$ cat config.mk
export PLATFORM = sky130hd
export DESIGN_NAME = start_token_fanout_fifo_flat
export DESIGN_NICKNAME = d
export VERILOG_FILES = /design/src/rtl/start_token_fanout_fifo_pkg.sv /design/src/rtl/start_token_fanout_fifo_if.sv /design/src/rtl/start_token_srl.sv /design/src/rtl/start_token_fanout_fifo.sv /design/src/flat_wrapper.sv
export SDC_FILE = /design/constraint.sdc
export NUM_CORES = 1
export LEC_CHECK = 0
export BUFFER_PORTS_ARGS = -buffer_cell sky130_fd_sc_hd__buf_2
export CORE_AREA = 4 4 41 43
export CTS_CLUSTER_SIZE = 20
export DETAILED_ROUTE_END_ITERATION = 12
export DIE_AREA = 0 0 45 47
export GPL_ROUTABILITY_DRIVEN = 0
export PLACE_DENSITY = 0.58
export RECOVER_POWER = 50
export SLEW_MARGIN = 20
export SYNTH_ARGS = -nofsm -noshare
export SYNTH_HDL_FRONTEND = slang
export SYNTH_SLANG_ARGS = --single-unit
$ cat constraint.sdc
create_clock -name clk -period 5.4 [get_ports clk]
set_clock_uncertainty 0.1 [all_clocks]
set_input_delay 0.54 -clock clk [delete_from_list [all_inputs] [get_ports clk]]
set_output_delay 0.54 -clock clk [all_outputs]
set_load 0.01 [all_outputs]
$ cat src/rtl/start_token_fanout_fifo_pkg.sv
// Shared widths and reset constants for the start-token fan-out FIFO.
package start_token_fanout_fifo_pkg;

  // Occupancy counter must represent 0..DEPTH inclusive.
  function automatic int count_w(input int addr_width);
    return addr_width + 1;
  endfunction

  function automatic int addr_w(input int depth);
    return (depth <= 2) ? 1 : $clog2(depth);
  endfunction

  localparam logic TAKEN_RST_BIT = 1'b0;

endpackage

$ cat src/rtl/start_token_fanout_fifo_if.sv
// Producer/consumer handshake bundle for the start-token fan-out FIFO.
interface start_token_fanout_fifo_if #(
  parameter int DATA_WIDTH = 1,
  parameter int ADDR_WIDTH = 2,
  parameter int NUM_CONS   = 2
);
  logic                  if_full_n;
  logic                  if_write;
  logic [DATA_WIDTH-1:0] if_din;
  logic [NUM_CONS-1:0]   if_empty_n;
  logic [NUM_CONS-1:0]   if_read;
  logic [DATA_WIDTH-1:0] if_dout;
  logic [ADDR_WIDTH:0]   count;

  modport master (
    output if_write, if_din, if_read,
    input  if_full_n, if_empty_n, if_dout, count
  );

  modport slave (
    input  if_write, if_din, if_read,
    output if_full_n, if_empty_n, if_dout, count
  );
endinterface

$ cat src/rtl/start_token_srl.sv
// Unreset shift-register token store: write shifts into index 0, read is combinational at addr.
module start_token_srl #(
  parameter int DATA_WIDTH = 1,
  parameter int ADDR_WIDTH = 2,
  parameter int DEPTH      = 4
) (
  input  logic                  clk,
  input  logic                  we,
  input  logic [ADDR_WIDTH-1:0] addr,
  input  logic [DATA_WIDTH-1:0] din,
  output logic [DATA_WIDTH-1:0] dout
);

  logic [DATA_WIDTH-1:0] mem [DEPTH];

  always_ff @(posedge clk) begin
    if (we) begin
      mem[0] <= din;
      for (int i = 1; i < DEPTH; i++) begin
        mem[i] <= mem[i-1];
      end
    end
  end

  assign dout = mem[addr];

endmodule

$ cat src/rtl/start_token_fanout_fifo.sv
// Start-token FIFO broadcasting each head token to NUM_CONS consumers; 1-cycle write-to-visible.
// A token retires in the cycle its last outstanding consumer reads; writes while full are dropped.
module start_token_fanout_fifo
  import start_token_fanout_fifo_pkg::*;
#(
  parameter int DATA_WIDTH = 1,
  parameter int ADDR_WIDTH = 2,
  parameter int DEPTH      = 4,
  parameter int NUM_CONS   = 2
) (
  input  logic                        clk,
  input  logic                        reset_n,
  start_token_fanout_fifo_if.slave    bus
);

  localparam int CW = count_w(ADDR_WIDTH);

  logic [CW-1:0]         count_q;
  logic [NUM_CONS-1:0]   taken_q;
  logic [NUM_CONS-1:0]   empty_n;
  logic [NUM_CONS-1:0]   acc;
  logic [ADDR_WIDTH-1:0] srl_addr;
  logic                  nonempty;
  logic                  full_n;
  logic                  push;
  logic                  pop;

  assign nonempty = (count_q != '0);
  assign full_n   = (count_q != CW'(DEPTH));
  assign empty_n  = {NUM_CONS{nonempty}} & ~taken_q;
  assign acc      = bus.if_read & empty_n;
  assign push     = bus.if_write & full_n;
  // Retire once every consumer has either already taken the head or takes it now.
  assign pop      = nonempty & (&(taken_q | acc));
  assign srl_addr = nonempty ? ADDR_WIDTH'(count_q - 1'b1) : '0;

  always_ff @(posedge clk or negedge reset_n) begin
    if (!reset_n) begin
      count_q <= '0;
      taken_q <= {NUM_CONS{TAKEN_RST_BIT}};
    end else begin
      case ({push, pop})
        2'b10:   count_q <= count_q + 1'b1;
        2'b01:   count_q <= count_q - 1'b1;
        default: count_q <= count_q;
      endcase
      if (pop) begin
        taken_q <= {NUM_CONS{TAKEN_RST_BIT}};
      end else begin
        taken_q <= taken_q | acc;
      end
    end
  end

  start_token_srl #(
    .DATA_WIDTH (DATA_WIDTH),
    .ADDR_WIDTH (ADDR_WIDTH),
    .DEPTH      (DEPTH)
  ) u_srl (
    .clk  (clk),
    .we   (push),
    .addr (srl_addr),
    .din  (bus.if_din),
    .dout (bus.if_dout)
  );

  assign bus.if_full_n  = full_n;
  assign bus.if_empty_n = empty_n;
  assign bus.count      = count_q;

endmodule

$ cat src/flat_wrapper.sv
// flat-port wrapper written by rule: the top's interface ports become plain ports
module start_token_fanout_fifo_flat import start_token_fanout_fifo_pkg::*;
#(
  parameter int DATA_WIDTH = 1,
  parameter int ADDR_WIDTH = 2,
  parameter int DEPTH      = 4,
  parameter int NUM_CONS   = 2
)
  (clk, reset_n, bus_if_write, bus_if_din, bus_if_read, bus_if_full_n, bus_if_empty_n, bus_if_dout, bus_count);
  start_token_fanout_fifo_if #(.DATA_WIDTH(DATA_WIDTH), .ADDR_WIDTH(ADDR_WIDTH), .NUM_CONS(NUM_CONS)) bus_i ();
  input  logic clk;
  input  logic reset_n;
  input wire logic [$bits(bus_i.if_write)-1:0] bus_if_write;
  input wire logic [$bits(bus_i.if_din)-1:0] bus_if_din;
  input wire logic [$bits(bus_i.if_read)-1:0] bus_if_read;
  output wire logic [$bits(bus_i.if_full_n)-1:0] bus_if_full_n;
  output wire logic [$bits(bus_i.if_empty_n)-1:0] bus_if_empty_n;
  output wire logic [$bits(bus_i.if_dout)-1:0] bus_if_dout;
  output wire logic [$bits(bus_i.count)-1:0] bus_count;
  assign bus_i.if_write = bus_if_write;
  assign bus_i.if_din = bus_if_din;
  assign bus_i.if_read = bus_if_read;
  assign bus_if_full_n = bus_i.if_full_n;
  assign bus_if_empty_n = bus_i.if_empty_n;
  assign bus_if_dout = bus_i.if_dout;
  assign bus_count = bus_i.count;
  start_token_fanout_fifo #(.DATA_WIDTH(DATA_WIDTH), .ADDR_WIDTH(ADDR_WIDTH), .DEPTH(DEPTH), .NUM_CONS(NUM_CONS)) u_core (.clk(clk), .reset_n(reset_n), .bus(bus_i));
endmodule
# ---- After elaboration in Yosys (flattened, before gate mapping)
# Memories as Yosys holds them, arrays and structs flattened.
# Cells that the tools add are included.
dict set report word_totals {
  ff_bits 5
  ramBits 4
  out_inout_bits 7
  elab_cells 22
  memories 1
}
dict set report op_classes {
  addsub 2
  eq_ne 3
  muxes 5
  bitwise_logic 6
  n_reduce_logical 3
}
# name depth width read_ports rd_ports_with_merged_regs wr line
set memory_table {}
lappend memory_table {u_core.u_srl.mem 4 1 4 0 4 start_token_srl.sv:14} ;# logic [DATA_WIDTH-1:0] mem [DEPTH];
# op n
set op_table {}
lappend op_table {{$pmux W3 S2} 1}
lappend op_table {{$and A2 B2 Y2} 2}
lappend op_table {{$mux W2} 2}
lappend op_table {{$add A3 B1 Y3 const B} 1}
lappend op_table {{$ne A3 B3 Y1 const B} 1}
lappend op_table {{$reduce_bool A3 Y1} 1}
lappend op_table {{$sub A3 B1 Y3 const B} 1}
lappend op_table {{$and A1 B1 Y1} 2}
lappend op_table {{$eq A2 B1 Y1 const B} 1}
lappend op_table {{$eq A2 B2 Y1 const B} 1}
lappend op_table {{$mux W1} 2}
lappend op_table {{$not A2 Y2} 1}
lappend op_table {{$or A2 B2 Y2} 1}
lappend op_table {{$reduce_and A2 Y1} 1}
lappend op_table {{$reduce_bool A2 Y1} 1}

# ---- Longest topological paths before layout
dict set report depth {
  word_depth 8
  ltp_mapped 8
  ltp_nobuf 8
}

# ---- Cells and area by module
# Synthesis repeated with hierarchy kept, for this count alone.
dict set report hier_totals {
  hier_cells 42
  area_unflattened_um2 462.9
}
# mod instances cells_each area_per_inst_um2 seq_area_each_um2
set by_module_without_submodules {}
lappend by_module_without_submodules {start_token_fanout_fifo 1 37 320.3 125.1}
lappend by_module_without_submodules {start_token_srl 1 5 142.6 120.1}

# ---- Least setup slack after synthesis
# Ideal clock, no wire load.
dict set report synth_timing {
  path_type {flip-flop to output port}
  startpoint {register u_core.count_q[0] (netlist: u_core.bus.count[0])}
  endpoint {output port bus_if_dout}
  arrival_ps 1438
  t_required_ps 4760
  setup_slack_ps 3322
  path_stages_with_launch 6
  n_path_buf 0
  path_cell_list {dfrtp_1 inv_1 ha_1 nor2b_4 a2111oi_4 a211oi_2}
}
dict set report synth_via {
  elab_chain_cells 3
  elab_cells_between_ends 4
  classes_between {add/sub: 1; mux: 1; reduce/logical: 1; memory: 1}
}
# item line
set synth_lines {}
lappend synth_lines {{from (decl)} start_token_fanout_fifo.sv:18} ;# logic [CW-1:0] count_q;
lappend synth_lines {{from (signal assigned)} start_token_fanout_fifo.sv:43} ;# 2'b10: count_q <= count_q + 1'b1;
lappend synth_lines {{from (signal assigned)} start_token_fanout_fifo.sv:44} ;# 2'b01: count_q <= count_q - 1'b1;
lappend synth_lines {{from (signal assigned)} start_token_fanout_fifo.sv:45} ;# default: count_q <= count_q;
lappend synth_lines {{$sub A3 B1 Y3 / $reduce_bool A3 Y1 (equally long branches)} {start_token_fanout_fifo.sv:35, start_token_fanout_fifo.sv:28}}
lappend synth_lines {{$mux W2 *} start_token_fanout_fifo.sv:35} ;# assign srl_addr = nonempty ? ADDR_WIDTH'(count_q - 1'b1) : '0;
lappend synth_lines {{$mem_v2 Z4 W1 *} n/a}
lappend synth_lines {{to (decl)} flat_wrapper.sv:18} ;# output wire logic [$bits(bus_i.if_dout)-1:0] bus_if_dout;
# Every way passes the cells marked *; elsewhere a longest branch is shown, timed or not.

# ---- Final worst setup path
# Same ends and word-level chain as after synthesis.

==> impl_results.md <==
* Status: finished clean
* R2r startpoint: u_core.bus.count[0]
* Post-DR wirelength/cell at 11.83 um
* Post-Route WL at 899 um
* Syn avg cell area at 11.32 um^2
* Overflow after GRT at 0
* ANT nets after route at 0
* Largest net degree at the start of global routing at 8
* Flop-to-flop setup slack at 3.09 ns
* Initial DRC Count at 3
* Hold wc startpoint: bus_if_din
* Warning count from the yosys run at 0
* Number of synthesized flops with an enable pin at 4
* Initial core utilization at 38.27%
* Post-route setup TNS at 0 ns
* R2R cell count at 8
* Synth top area share at 25.13%
* Final setup vio count at 0
* Core Region at 1301 um^2
* Post-CTS setup buffers at 0
* Pre-CTS WS at 3.150 ns
* F_max at 0.3746 GHz
* Ys async rst share at 55.56%
* Netlist Area Pre-Place at 498.0 um^2
* CTS tree: built
* Diode count at 0
* Share of power burned in registers at 32.5%
* Fin. Hold Viols at 0
* CTS max path bufs at 2
* Die area at 2115 um^2
* IO Pins at 13
* Number of global-route vias before repair at 362
* CP arrival at 2.03 ns
* FF-to-FF End: u_core.bus.count[2]
* Hold Crit Depth at 1
* CTS buffer count at 3
* Rel. slew slack at 64.76%
* CP Max Fanout at 7
* Final period utilization at 49.44%
* Startpoint types: flip-flop
* Htree depth at 1
* Leakage at 0.0002675 uW
* Sequential share of the synthesized area at 49.25%
* Psw at 167.6 uW
* First-pass GRT wire length at 1580 um
* Post-layout util at 46.25%
* Library cells used by synthesis at 18
* Final nets at 72
* Hold Crit Class: input port to flip-flop
* Post-route DRC at 0
* Sw frac at 42.46%
* Int Pwr at 227.0 uW
* Vias per cell at 4.645
* Die W at 45 um
* Actual slew at the worst max-slew pin at 0.5275 ns
* Setup ws final at 2.730 ns
* Router iterations before antenna repair at 2
* Endpoint, Worst Hold: u_core.u_srl.mem[0]
* Fraction of layout cells with a size suffix above 1 at 24.59%
* Buffers on Ports at 12
* Layout area overhead at 20.85%
* Synth area leader: dfrtp_1
* Dpl hpwl at 727.8 um
* Crit Path Category: flip-flop to output pin
* Via count at 353
* VDD IR-drop max at 0.0002626 V
* CP endpoint kind: output pin
* MaxCap Viol Count at 0
* Ys flop type: dfrtp_1
* Clock-pin slew on the worst setup and hold paths at 0.07 ns
* RSZ-0062 raised after global routing: false
* Combinational cell fraction of total power at 53.8%
* Initial antenna violation count at 0
* Die extent in y at 47 um
* Max-slew violation count at 0
* Cells after synthesis at 44
* Synth cell count leaders: 11 x nor2_1, 5 x dfrtp_1, 4 x edfxtp_1, 4 x ha_1
* GRT Overall Usage at 11.19%
* Clock Latency Late Sink at 0.27 ns
* Period minus WS final at 2.670 ns
* # rows at 13
* Synth area leaders: dfrtp_1 25%, edfxtp_1 24%, ha_1 10%
* Most common cell in the synthesized netlist: nor2_1
* Synth Net Count at 54
* Clk root buf: clkbuf_4
* Clock power share at 13.7%
* Power per Cell Area at 655.7 nW/um^2
* Fillers at 141
* WP data required at 4.76 ns
* Synth Register Bits at 9
* Clock sink count at 9
cells in the final DEF, fill, tap and decap left out:
| master | instances |
|---|---|
| a21oi_1 | 2 |
| clkbuf_1 | 4 |
| nor2_1 | 11 |
| buf_2 | 9 |
| nor3_1 | 1 |
| dlygate4sd3_1 | 1 |
| ha_1 | 4 |
| inv_1 | 3 |
| nand2_1 | 3 |
| a211oi_2 | 1 |
| edfxtp_1 | 4 |
| o2bb2ai_1 | 1 |
| clkbuf_4 | 3 |
| nor2b_1 | 2 |
| nand2b_4 | 1 |
| dfrtp_1 | 5 |
| xor2_1 | 1 |
| a2111oi_4 | 1 |
| xnor2_1 | 2 |
| mux2i_1 | 1 |
| o21ai_1 | 1 |
repair_timing:
action / in CTS / in global routing
hold buffers: 1 / 0
gates resized for setup: 0 / 0
hold endpoints to repair: 5 / 0
flip-flops by register name, summed over array words and instances (netlist names):
register,count
u_core.bus.count,3
u_core.taken_q,2
u_core.u_srl.mem,4
routing by layer:
layer  share of wire [%]  track usage (%)  up-vias
met1                  48            13.88      157
li1                    -                -      183
met4                 2.8            10.53        0
met5                   0                0        -
met2                  43            14.97        9
met3                 6.1            3.831        4
power groups by stage:
stage / logic (uW) / registers (uW) / clock network, uW
final: 212 / 128 / 53.9
after floorplan: 158 / 132 / 0
after detailed placement: 222 / 132 / 0
after global routing: 238 / 134 / 60.7
after global placement: 220 / 133 / 0
after CTS: 224 / 131 / 56.3
worst max-delay path: stages, from the launching register on:
cell and delay (ns):
dfrtp_1 0.49, inv_1 0.14, ha_1 0.24, nor2b_1 0.48
a2111oi_4 0.11, a211oi_2 0.16, buf_2 0.15
area by class of cell:
| class | count | area [um^2] | share of cell area, % |
|---|---|---|---|
| well taps | 15 | 18.77 | 3.119 |
| clock buffers | 4 | 26.28 | 4.366 |
| inverters | 3 | 11.26 | 1.871 |
| flip-flops and latches | 9 | 245.2 | 40.75 |
| repair buffers | 13 | 66.31 | 11.02 |
| multi-input cells | 32 | 234.0 | 38.88 |
kinds of logic (layout without fill, tap and decap cells):
group	Yosys count	after routing	share of synthesized area, %
simple gates	18	18	18.34
flops	9	9	49.25
compound gates	6	6	12.81
fa+ha+maj	4	4	10.05
xor+xnor	3	3	5.277
buf+inv	3	20	2.261
mux	1	1	2.010
worst max path at each step:
stage | start | end | slack (ns) | cells after the start
finish | u_core.bus.count[0] | bus_if_dout | 2.73 | 6
global route | u_core.bus.count[0] | bus_if_dout | 2.52 | 6
CTS | u_core.bus.count[0] | bus_if_dout | 2.84 | 6
detailed placement | u_core.bus.count[0] | bus_if_dout | 3.15 | 6
global placement | u_core.bus.count[0] | bus_if_dout | 3.15 | 6
floorplan | u_core.bus.count[0] | bus_if_dout | 3.32 | 5
through the flow:
stage / instance area [um^2] / hold slack [ns] / power (uW) / cells
2_1_floorplan: 498.0 / 0.1444 / 290.9 / 44
3_3_place_gp: 576.8 / 0.2590 / 352.0 / 71
3_5_place_dp: 576.8 / 0.2594 / 354.0 / 71
4_1_cts: 613.1 / 0.3418 / 411.5 / 76
5_1_grt: 601.8 / 0.3331 / 433.0 / 76
6_report: 601.8 / 0.3521 / 394.6 / 76
Power figures use the tool's default switching activity.
